[config.mk]
export PLATFORM = sky130hd
export DESIGN_NAME = chicken_turn_fsm
export DESIGN_NICKNAME = d
export VERILOG_FILES = /design/src/rtl/chicken_pkg.sv /design/src/rtl/chicken_turn_fsm_key_press_detect.sv /design/src/rtl/chicken_turn_fsm.sv
export SDC_FILE = /design/constraint.sdc
export NUM_CORES = 1
export LEC_CHECK = 0
export CAP_MARGIN = 30
export CORE_MARGIN = 2
export CORE_UTILIZATION = 29
export CTS_CLUSTER_DIAMETER = 80
export DETAILED_ROUTE_END_ITERATION = 10
export MAX_ROUTING_LAYER = met4
export PLACE_DENSITY = 0.47
export SKIP_CTS_REPAIR_TIMING = 1
export SYNTH_ARGS = -nofsm -noshare
export SYNTH_HDL_FRONTEND = slang
export SYNTH_SLANG_ARGS = --single-unit
[constraint.sdc]
create_clock -name clk -period 3.8 [get_ports clk]
set_clock_uncertainty 0.05 [all_clocks]
set_input_delay 0.76 -clock clk [delete_from_list [all_inputs] [get_ports clk]]
set_output_delay 0.76 -clock clk [all_outputs]
set_load 0.02 [all_outputs]
[src/rtl/chicken_pkg.sv]
// Shared state encoding and width helpers for the multi-player chicken turn controller.
package chicken_pkg;

  typedef enum logic [2:0] {
    ST_IDLE    = 3'd0,
    ST_SELECT  = 3'd1,
    ST_REVEAL  = 3'd2,
    ST_JUDGE   = 3'd3,
    ST_ADVANCE = 3'd4,
    ST_NEXT    = 3'd5,
    ST_WIN     = 3'd6
  } state_t;

  function automatic int pw_of(input int n);
    return (n <= 2) ? 1 : $clog2(n);
  endfunction

  function automatic int posw_of(input int len);
    return (len <= 2) ? 1 : $clog2(len);
  endfunction

  // All-ones key code of width w, meaning "no key pressed".
  function automatic logic [63:0] key_none(input int w);
    return (64'd1 << w) - 64'd1;
  endfunction

endpackage

[src/rtl/chicken_turn_fsm_key_press_detect.sv]
// Keypad edge detector: one-cycle press pulse on an idle-to-key transition, plus the key value.
module key_press_detect
  import chicken_pkg::*;
#(
  parameter int KEY_W = 4
) (
  input  logic             clk,
  input  logic             rst,
  input  logic [KEY_W-1:0] key,
  output logic             press,
  output logic [KEY_W-1:0] key_val
);

  localparam logic [KEY_W-1:0] KEY_NONE = KEY_W'(key_none(KEY_W));

  logic [KEY_W-1:0] key_q;

  always_ff @(posedge clk) begin
    if (rst) key_q <= KEY_NONE;
    else     key_q <= key;
  end

  assign press   = (key != KEY_NONE) && (key_q == KEY_NONE);
  assign key_val = key;

endmodule

[src/rtl/chicken_turn_fsm.sv]
// Multi-player turn sequencer: select, reveal, judge, advance/pass, win.
// Optional SELECT timeout with forced turn pass when TURN_TIMEOUT_EN is defined.
//
// state   | meaning
// IDLE    | waiting for start
// SELECT  | waiting for the active player's key press
// REVEAL  | card shown, one cycle
// JUDGE   | card shown, waiting for comparator result
// ADVANCE | move active chicken one tile
// NEXT    | pass turn to the next player
// WIN     | winner latched, held until reset
module chicken_turn_fsm
  import chicken_pkg::*;
#(
  parameter  int NUM_PLAYERS = 4,
  parameter  int BOARD_LEN   = 24,
  parameter  int KEY_W       = 4,
  parameter  int TIMEOUT_CYC = 50000000,
  localparam int PW          = pw_of(NUM_PLAYERS),
  localparam int POSW        = posw_of(BOARD_LEN)
) (
  input  logic                        clk,
  input  logic                        rst,
  input  logic                        start,
  input  logic [KEY_W-1:0]            key,
  input  logic                        match_valid,
  input  logic                        match,
  output logic [2:0]                  state,
  output logic [PW-1:0]               cur_player,
  output logic [KEY_W-1:0]            sel_card,
  output logic                        reveal,
  output logic [NUM_PLAYERS*POSW-1:0] pos_flat,
  output logic                        winner_valid,
  output logic [PW-1:0]               winner
);

  localparam logic [POSW-1:0] LAST_TILE   = POSW'(BOARD_LEN - 1);
  localparam logic [PW-1:0]   LAST_PLAYER = PW'(NUM_PLAYERS - 1);

  state_t           st;
  logic             press;
  logic [KEY_W-1:0] key_val;
  logic [POSW-1:0]  cur_pos;

  key_press_detect #(.KEY_W(KEY_W)) u_kpd (
    .clk     (clk),
    .rst     (rst),
    .key     (key),
    .press   (press),
    .key_val (key_val)
  );

  assign cur_pos = pos_flat[int'(cur_player)*POSW +: POSW];
  assign state   = st;

`ifdef TURN_TIMEOUT_EN
  localparam int          TW       = (TIMEOUT_CYC <= 2) ? 1 : $clog2(TIMEOUT_CYC);
  localparam logic [TW-1:0] TMR_LOAD = TW'(TIMEOUT_CYC - 1);
  logic [TW-1:0] tmr;
`endif

  always_ff @(posedge clk) begin
    if (rst) begin
      st           <= ST_IDLE;
      cur_player   <= '0;
      sel_card     <= '0;
      reveal       <= 1'b0;
      pos_flat     <= '0;
      winner_valid <= 1'b0;
      winner       <= '0;
`ifdef TURN_TIMEOUT_EN
      tmr          <= TMR_LOAD;
`endif
    end else begin
`ifdef TURN_TIMEOUT_EN
      // Reload on every cycle outside a continuing SELECT wait, so each entry starts fresh.
      tmr <= TMR_LOAD;
`endif
      case (st)
        ST_IDLE: begin
          if (start) begin
            st         <= ST_SELECT;
            pos_flat   <= '0;
            cur_player <= '0;
          end
        end
        ST_SELECT: begin
          if (press) begin
            sel_card <= key_val;
            reveal   <= 1'b1;
            st       <= ST_REVEAL;
          end
`ifdef TURN_TIMEOUT_EN
          else if (tmr == '0) st <= ST_NEXT;
          else                tmr <= tmr - TW'(1);
`endif
        end
        ST_REVEAL: st <= ST_JUDGE;
        ST_JUDGE: begin
          if (match_valid) begin
            reveal <= 1'b0;
            st     <= match ? ST_ADVANCE : ST_NEXT;
          end
        end
        ST_ADVANCE: begin
          // Saturating move: reaching the last tile ends the game.
          if (cur_pos >= LAST_TILE - POSW'(1)) begin
            pos_flat[int'(cur_player)*POSW +: POSW] <= LAST_TILE;
            winner       <= cur_player;
            winner_valid <= 1'b1;
            st           <= ST_WIN;
          end else begin
            pos_flat[int'(cur_player)*POSW +: POSW] <= cur_pos + POSW'(1);
            st <= ST_SELECT;
          end
        end
        ST_NEXT: begin
          cur_player <= (cur_player == LAST_PLAYER) ? '0 : cur_player + PW'(1);
          st         <= ST_SELECT;
        end
        ST_WIN: st <= ST_WIN;
        default: begin
          st           <= ST_IDLE;
          reveal       <= 1'b0;
          winner_valid <= 1'b0;
        end
      endcase
    end
  end

endmodule

**Yosys cells after proc, flatten, opt, wreduce, memory -nomap -nowiden**

Cells that the tools add are included.

- Register bits after elaboration: 37
- Bits in latches: 0
- Memory bits (writable): 0
- Memory bits (read-only): 0
- Bits of input ports: 9
- Output and inout bits: 33
- Word-level logic and storage cells: 64
- Memories: 0

- Add/subtract/negate cells: 3
- Multiply operators: 1
- Div/mod/pow operators: 0
- Magnitude comparators: 1
- Eq/ne operators: 13
- Shifts and indexed selects: 4
- Muxes and demuxes: 19
- Bitwise gates (word level): 2
- Reduce and logical (&&, ||, !) cells: 13

Operator list:

| kind | number |
|---|---|
| $bwmux W20 | 2 |
| $mux W20 | 2 |
| $pmux W20 S2 | 1 |
| $neg A5 Y33 | 1 |
| $shift A5 B33 Y20 const A | 1 |
| $shiftx A5 B33 Y20 | 1 |
| $shiftx A5 B33 Y20 const A | 1 |
| $shiftx A20 B32 Y5 | 1 |
| $pmux W3 S7 | 1 |
| $mux W3 | 4 |
| $reduce_and A2 Y1 | 5 |
| $eq A3 B3 Y1 const B | 3 |
| $ne A2 B2 Y1 const B | 4 |
| $eq A3 B2 Y1 const B | 2 |
| $reduce_and A3 Y1 | 2 |
| $reduce_or A6 Y1 | 1 |
| $add A5 B1 Y5 const B | 1 |
| $ge A5 B5 Y1 const B | 1 |
| $mul A2 B3 Y5 const B | 1 |
| $reduce_or A5 Y1 | 1 |
| $eq A4 B4 Y1 const B | 1 |
| $mux W1 | 4 |
| $mux W2 | 2 |
| $ne A4 B4 Y1 const B | 1 |
| other kinds (10) | 12 |

**Longest topological paths before layout**

- Depth after elaboration: 7
- Gate-level depth with buffers: 10
- Mapped depth without buffers: 8

**Hierarchy**

From an unflattened synthesis, not the netlist that was laid out.

- Cell total of the unflattened synthesis: 236
- Area total of the unflattened synthesis: 2102.0 um2

Modules (own cells, without submodules):

| module | instances | cells each | area an instance (um2) | sequential area each (um2) |
|---|---|---|---|---|
| chicken_turn_fsm | 1 | 222 | 1951.9 | 660.6 |
| key_press_detect | 1 | 14 | 150.1 | 80.1 |

**Least setup slack after synthesis**

No wires, ideal clock.

- Path type: reg-to-reg
- Start point: register cur_player[0]
- End point: register st[2] (netlist: state[2])
- Setup time: 132 ps
- Arrival: 2672 ps
- Required time: 3618 ps
- Slack: 945 ps
- Cell stages (with the launch flop): 10
- Path buffers: 2
- Clock period less this slack: 2855 ps
- Path through: dfxtp_1 buf_6 mux4_1 ha_1 or2_2 o221a_2 o21a_1 buf_2 o211ai_1 a21oi_1

- Cells in the longest elaborated chain, start to end: 5

Ends and longest elaborated chain:

| element | RTL line | text |
|---|---|---|
| start: declaration | chicken_turn_fsm.sv:29 | `output logic [PW-1:0] cur_player,` |
| start signal: assignment | chicken_turn_fsm.sv:118 | `cur_player <= (cur_player == LAST_PLAYER) ? '0 : cur_player + PW'(1);` |
| $mul A2 B3 Y5 | chicken_turn_fsm.sv:53 | `assign cur_pos = pos_flat[int'(cur_player)*POSW +: POSW];` |
| $shiftx A20 B32 Y5 | chicken_turn_fsm.sv:53 |  |
| $ge A5 B5 Y1 | chicken_turn_fsm.sv:107 | `if (cur_pos >= LAST_TILE - POSW'(1)) begin` |
| $mux W3 | chicken_turn_fsm.sv:107 |  |
| $pmux W3 S7 | chicken_turn_fsm.sv:79 | `case (st)` |
| end signal: assignment | chicken_turn_fsm.sv:102 | `st <= match ? ST_ADVANCE : ST_NEXT;` |
| end: declaration | chicken_turn_fsm.sv:40 | `state_t st;` |

Every way passes these cells.
A chain may end at the register's enable or synchronous reset.

**Worst setup path in the final report**

- Start point: register cur_player[0]
- End point: register pos_flat[14]

- Cells in the longest elaborated chain, start to end: 7
- Elaborated cells between the ends (all ways): 12
- Those cells by class: add/sub (2); mul (1); order compare (1); shift (4); mux (4)

Ends and longest elaborated chain:

| element | RTL line | text |
|---|---|---|
| $mul A2 B3 Y5 (*) | chicken_turn_fsm.sv:53, chicken_turn_fsm.sv:108, chicken_turn_fsm.sv:113 |  |
| $shiftx A20 B32 Y5 | chicken_turn_fsm.sv:53 |  |
| $add A5 B1 Y5 | chicken_turn_fsm.sv:113 | `pos_flat[int'(cur_player)*POSW +: POSW] <= cur_pos + POSW'(1);` |
| $shiftx A5 B33 Y20 | chicken_turn_fsm.sv:113 |  |
| $bwmux W20 | chicken_turn_fsm.sv:113 |  |
| $mux W20 (*) | chicken_turn_fsm.sv:107 |  |
| $pmux W20 S2 (*) | chicken_turn_fsm.sv:79 |  |
| end signal: indexed assignment | chicken_turn_fsm.sv:113 |  |
| end: declaration | chicken_turn_fsm.sv:32 | `output logic [NUM_PLAYERS*POSW-1:0] pos_flat,` |

Every way passes the cells marked *; elsewhere a longest branch is shown, timed or not.

==> impl_metrics.prom <==
# TYPE chip_impl_metric gauge
chip_impl_info{name="status",value="completed"} 1
chip_impl_info{name="hold_path.class",value="reg2reg"} 1
chip_impl_metric{name="slew_violations",unit=""} 0
chip_impl_metric{name="grt_util_all_layers",unit="%"} 16.69
chip_impl_info{name="worstSetupEndpointType",value="flip-flop"} 1
chip_impl_metric{name="biggest_fanout_along_the_worst_timing_path",unit=""} 15
chip_impl_info{name="worst_r2r_endpoint",value="pos_flat[14]"} 1
chip_impl_metric{name="postSynth.asyncResetShare",unit="%"} 0
chip_impl_metric{name="synth_top_cell_area_share",unit="%"} 38.12
chip_impl_metric{name="final-hold-violation-count",unit=""} 0
chip_impl_info{name="r2r_start",value="cur_player[0]"} 1
chip_impl_metric{name="synth_cells",unit=""} 214
chip_impl_metric{name="gp_routability_congestion",unit=""} 0.8739
chip_impl_metric{name="floorplan.initialDensity",unit="%"} 30.26
chip_impl_info{name="grt_setup_unrepaired",value="false"} 1
chip_impl_metric{name="antenna_left",unit=""} 0
chip_impl_metric{name="post-dp-hpwl",unit="microns"} 4155
chip_impl_metric{name="slew-limit-headroom",unit="%"} 48.59
chip_impl_metric{name="synth.avg_cell_area",unit="sq um"} 9.080
chip_impl_metric{name="ff2ff_setup_slack",unit="ps"} 790
chip_impl_metric{name="detailedRoute.firstPassIterationCount",unit=""} 6
chip_impl_metric{name="global_route.overflow_total",unit=""} 0
chip_impl_metric{name="tightest_slew",unit="ps"} 763.1
chip_impl_metric{name="final.min_clock_period",unit="ps"} 3013
chip_impl_metric{name="route.final.wire_length",unit="microns"} 5630
chip_impl_info{name="synth.largest_area_cell",value="dfxtp_1"} 1
chip_impl_metric{name="synth.yosys.seq_area_share",unit="%"} 38.12
chip_impl_metric{name="layout_cells_sized_above_1",unit="%"} 10.55
chip_impl_metric{name="detailed_place.area",unit="sq um"} 2429
chip_impl_metric{name="synth-edff-count",unit=""} 0
chip_impl_metric{name="critical_path_arrival",unit="ps"} 3170
chip_impl_metric{name="fin_total_pwr",unit="W"} 0.0007376
chip_impl_metric{name="clock_tree.htree_level_count",unit=""} 2
chip_impl_metric{name="die_h",unit="microns"} 85.86
chip_impl_metric{name="routed_via_density",unit=""} 5.366
chip_impl_metric{name="holdPathStages",unit=""} 2
chip_impl_metric{name="clk_path_buf_depth",unit=""} 2
chip_impl_metric{name="mappedNetlistArea",unit="sq um"} 1943
chip_impl_info{name="hold_path_startpoint",value="reveal"} 1
chip_impl_metric{name="dp_slack",unit="ps"} 809.0
chip_impl_metric{name="power-per-cell-area",unit="nW/um^2"} 293.3
chip_impl_metric{name="peakVddDrop",unit="uV"} 235.2
chip_impl_metric{name="required",unit="ps"} 3960
chip_impl_metric{name="top_level_ports",unit=""} 42
chip_impl_metric{name="clkSinkCount",unit=""} 37
chip_impl_metric{name="maximum_number_of_pins_on_one_net_before_global_route_repair",unit=""} 25
chip_impl_metric{name="antennaDiodeCount",unit=""} 0
chip_impl_metric{name="clock_latency",unit="ps"} 300
chip_impl_metric{name="layout_worst_path_cycle_share",unit="%"} 79.28
chip_impl_metric{name="ys_ff_latch",unit=""} 37
chip_impl_metric{name="power_leakage",unit="nW"} 0.9147
chip_impl_metric{name="fin_setup_tns",unit="ps"} 0
chip_impl_metric{name="grt_pass1_wl",unit="microns"} 9177
chip_impl_metric{name="drt_drc_violations_left",unit=""} 0
chip_impl_info{name="critical_path_class",value="reg2reg"} 1
chip_impl_info{name="cts_tree",value="done"} 1
chip_impl_metric{name="finalWorstSetupSlack",unit="ps"} 787.3
chip_impl_info{name="synth_top_cells_by_area",value="dfxtp_1 (38%), mux4_1 (5.4%), ha_1 (5.2%), a21oi_1 (4.1%), a211oi_1 (3.5%)"} 1
chip_impl_metric{name="yosys_warnings",unit=""} 0
chip_impl_metric{name="dr.first_iter.drc_count",unit=""} 124
chip_impl_metric{name="rows",unit=""} 29
chip_impl_metric{name="io_buffer_count",unit=""} 41
chip_impl_info{name="cp-start-kind",value="flip-flop"} 1
chip_impl_metric{name="max_freq",unit="MHz"} 331.9
chip_impl_metric{name="post_synth_num_cell_types",unit=""} 45
chip_impl_info{name="timing.hold.worst_endpoint",value="reveal"} 1
chip_impl_metric{name="area_delta_synth_final",unit="%"} 29.43
chip_impl_metric{name="final_cell_area",unit="sq um"} 2515
chip_impl_metric{name="worst_r2r_path_depth",unit=""} 9
chip_impl_info{name="cts-root-buf",value="clkbuf_8"} 1
chip_impl_metric{name="grt_pass1_vias",unit=""} 1738
chip_impl_metric{name="antenna_violations_before_repair",unit=""} 0
chip_impl_metric{name="nFillCells",unit=""} 646
chip_impl_metric{name="tritoncts.num_buffers",unit=""} 5
chip_impl_metric{name="die_w",unit="microns"} 85.86
chip_impl_metric{name="finalSetupViolCount",unit=""} 0
chip_impl_metric{name="avgRoutedWirePerCell",unit="microns"} 16.91
chip_impl_metric{name="floorplan.die_area",unit="sq um"} 7371
chip_impl_metric{name="final.hold.worst_slack",unit="ps"} 414.7
chip_impl_metric{name="mappedNetlistNets",unit=""} 231
chip_impl_metric{name="core",unit="sq um"} 6422
chip_impl_info{name="synthFlopType",value="dfxtp_1"} 1
chip_impl_metric{name="vias",unit=""} 1787
chip_impl_metric{name="cts.clk_slew.worst_paths",unit="ps"} 80
chip_impl_metric{name="timing.max_cap.violations",unit=""} 0
chip_impl_metric{name="num-nets-final",unit=""} 272
==> layout by cell type, fill, tap and decap left out, types with 3 or more instances in the layout <==
master / instances
nor2_1: 15
clkdlybuf4s50_1: 41
ha_1: 8
inv_1: 7
nor2b_1: 3
o21ai_0: 13
clkbuf_8: 5
o31ai_1: 6
a21oi_1: 16
mux2i_1: 4
xor2_1: 3
buf_4: 4
or2_2: 6
a21o_1: 3
a22oi_1: 3
a31oi_1: 5
and2_1: 3
dfxtp_1: 37
nand4_1: 4
nand2_1: 18
mux4_1: 4
nand3_1: 8
a211oi_1: 9
==> layer usage <==
metal	wire (microns)	track usage, %	vias up	share of wire, %
li1	-	-	884	-
met1	2835	22.93	838	50
met2	2412	23.37	53	43
met3	245	3.850	12	4.4
met4	137	7.215	0	2.4
met5	0	-	-	0
==> Yosys cell counts (4+ instances only) <==
cell type	number
a211oi_1	9
a21oi_1	16
a31oi_1	5
clkbuf_1	8
dfxtp_1	37
ha_1	8
inv_1	7
mux2i_1	4
mux4_1	4
nand2_1	18
nand3_1	8
nand4_1	4
nor2_1	15
o21ai_0	13
o31ai_1	6
or2_2	6
==> cell families after synthesis <==
| logic type | count (synthesis) | synth area share [%] |
|---|---|---|
| AND/OR/NAND/NOR | 70 | 18.48 |
| XOR/XNOR | 3 | 1.352 |
| multiplexers | 11 | 9.787 |
| adder cells (fa/ha/maj) | 8 | 5.152 |
| flip-flops | 37 | 38.12 |
| buffers and inverters | 18 | 3.993 |
| AO/OA/AOI/OAI | 67 | 23.12 |
==> worst max path at each step <==
stage / start / end / slack, ps / cells after the start
after floorplan: cur_player[0] / state[2] / 950 / 9
after global placement: cur_player[0] / pos_flat[12] / 920 / 9
after detailed placement: cur_player[0] / winner[1] / 810 / 9
after CTS: cur_player[0] / pos_flat[14] / 790 / 9
after global routing: cur_player[0] / pos_flat[0] / 490 / 9
final: cur_player[0] / pos_flat[14] / 790 / 9
==> where the power goes <==
group	total, W	internal, W	switching, W	leakage, nW
logic	0.0000616	0.0000263	0.0000353	0.571
registers	0.000400	0.000393	0.00000642	0.300
clock network	0.000276	0.000127	0.000149	0.0439
==> critical path, stage by stage, from the launching register on <==
cell      delay, ps
dfxtp_1         450
buf_4           240
mux4_1          630
inv_1           170
ha_1            180
nand2b_1        100
o221a_2         200
o21a_1          490
nand3_1         240
a21oi_1         180
==> per-stage QoR <==
stage | std cells | util [%]
final | 333 | 39.16
after global routing | 333 | 39.16
after CTS | 333 | 39.16
after detailed placement | 325 | 37.81
after global placement | 325 | 37.81
after floorplan | 214 | -
==> state kept, by name, summed over array words and instances, names as in the netlist <==
| name | cells |
|---|---|
| winner_valid | 1 |
| sel_card | 4 |
| pos_flat | 20 |
| u_kpd.key_q | 4 |
| winner | 2 |
| state | 3 |
| reveal | 1 |
| cur_player | 2 |
==> cell type report <==
class / count / area, sq um / share of cell area (%)
clock buffer: 5 / 68.82 / 2.736
clock inverter: 3 / 17.52 / 0.6965
inverter: 7 / 26.28 / 1.045
multi-input combinational: 159 / 1125 / 44.73
sequential: 37 / 740.7 / 29.45
tap: 77 / 96.34 / 3.831
timing repair buffer: 45 / 440.4 / 17.51
No activity file was read; power rests on OpenSTA's default activity.
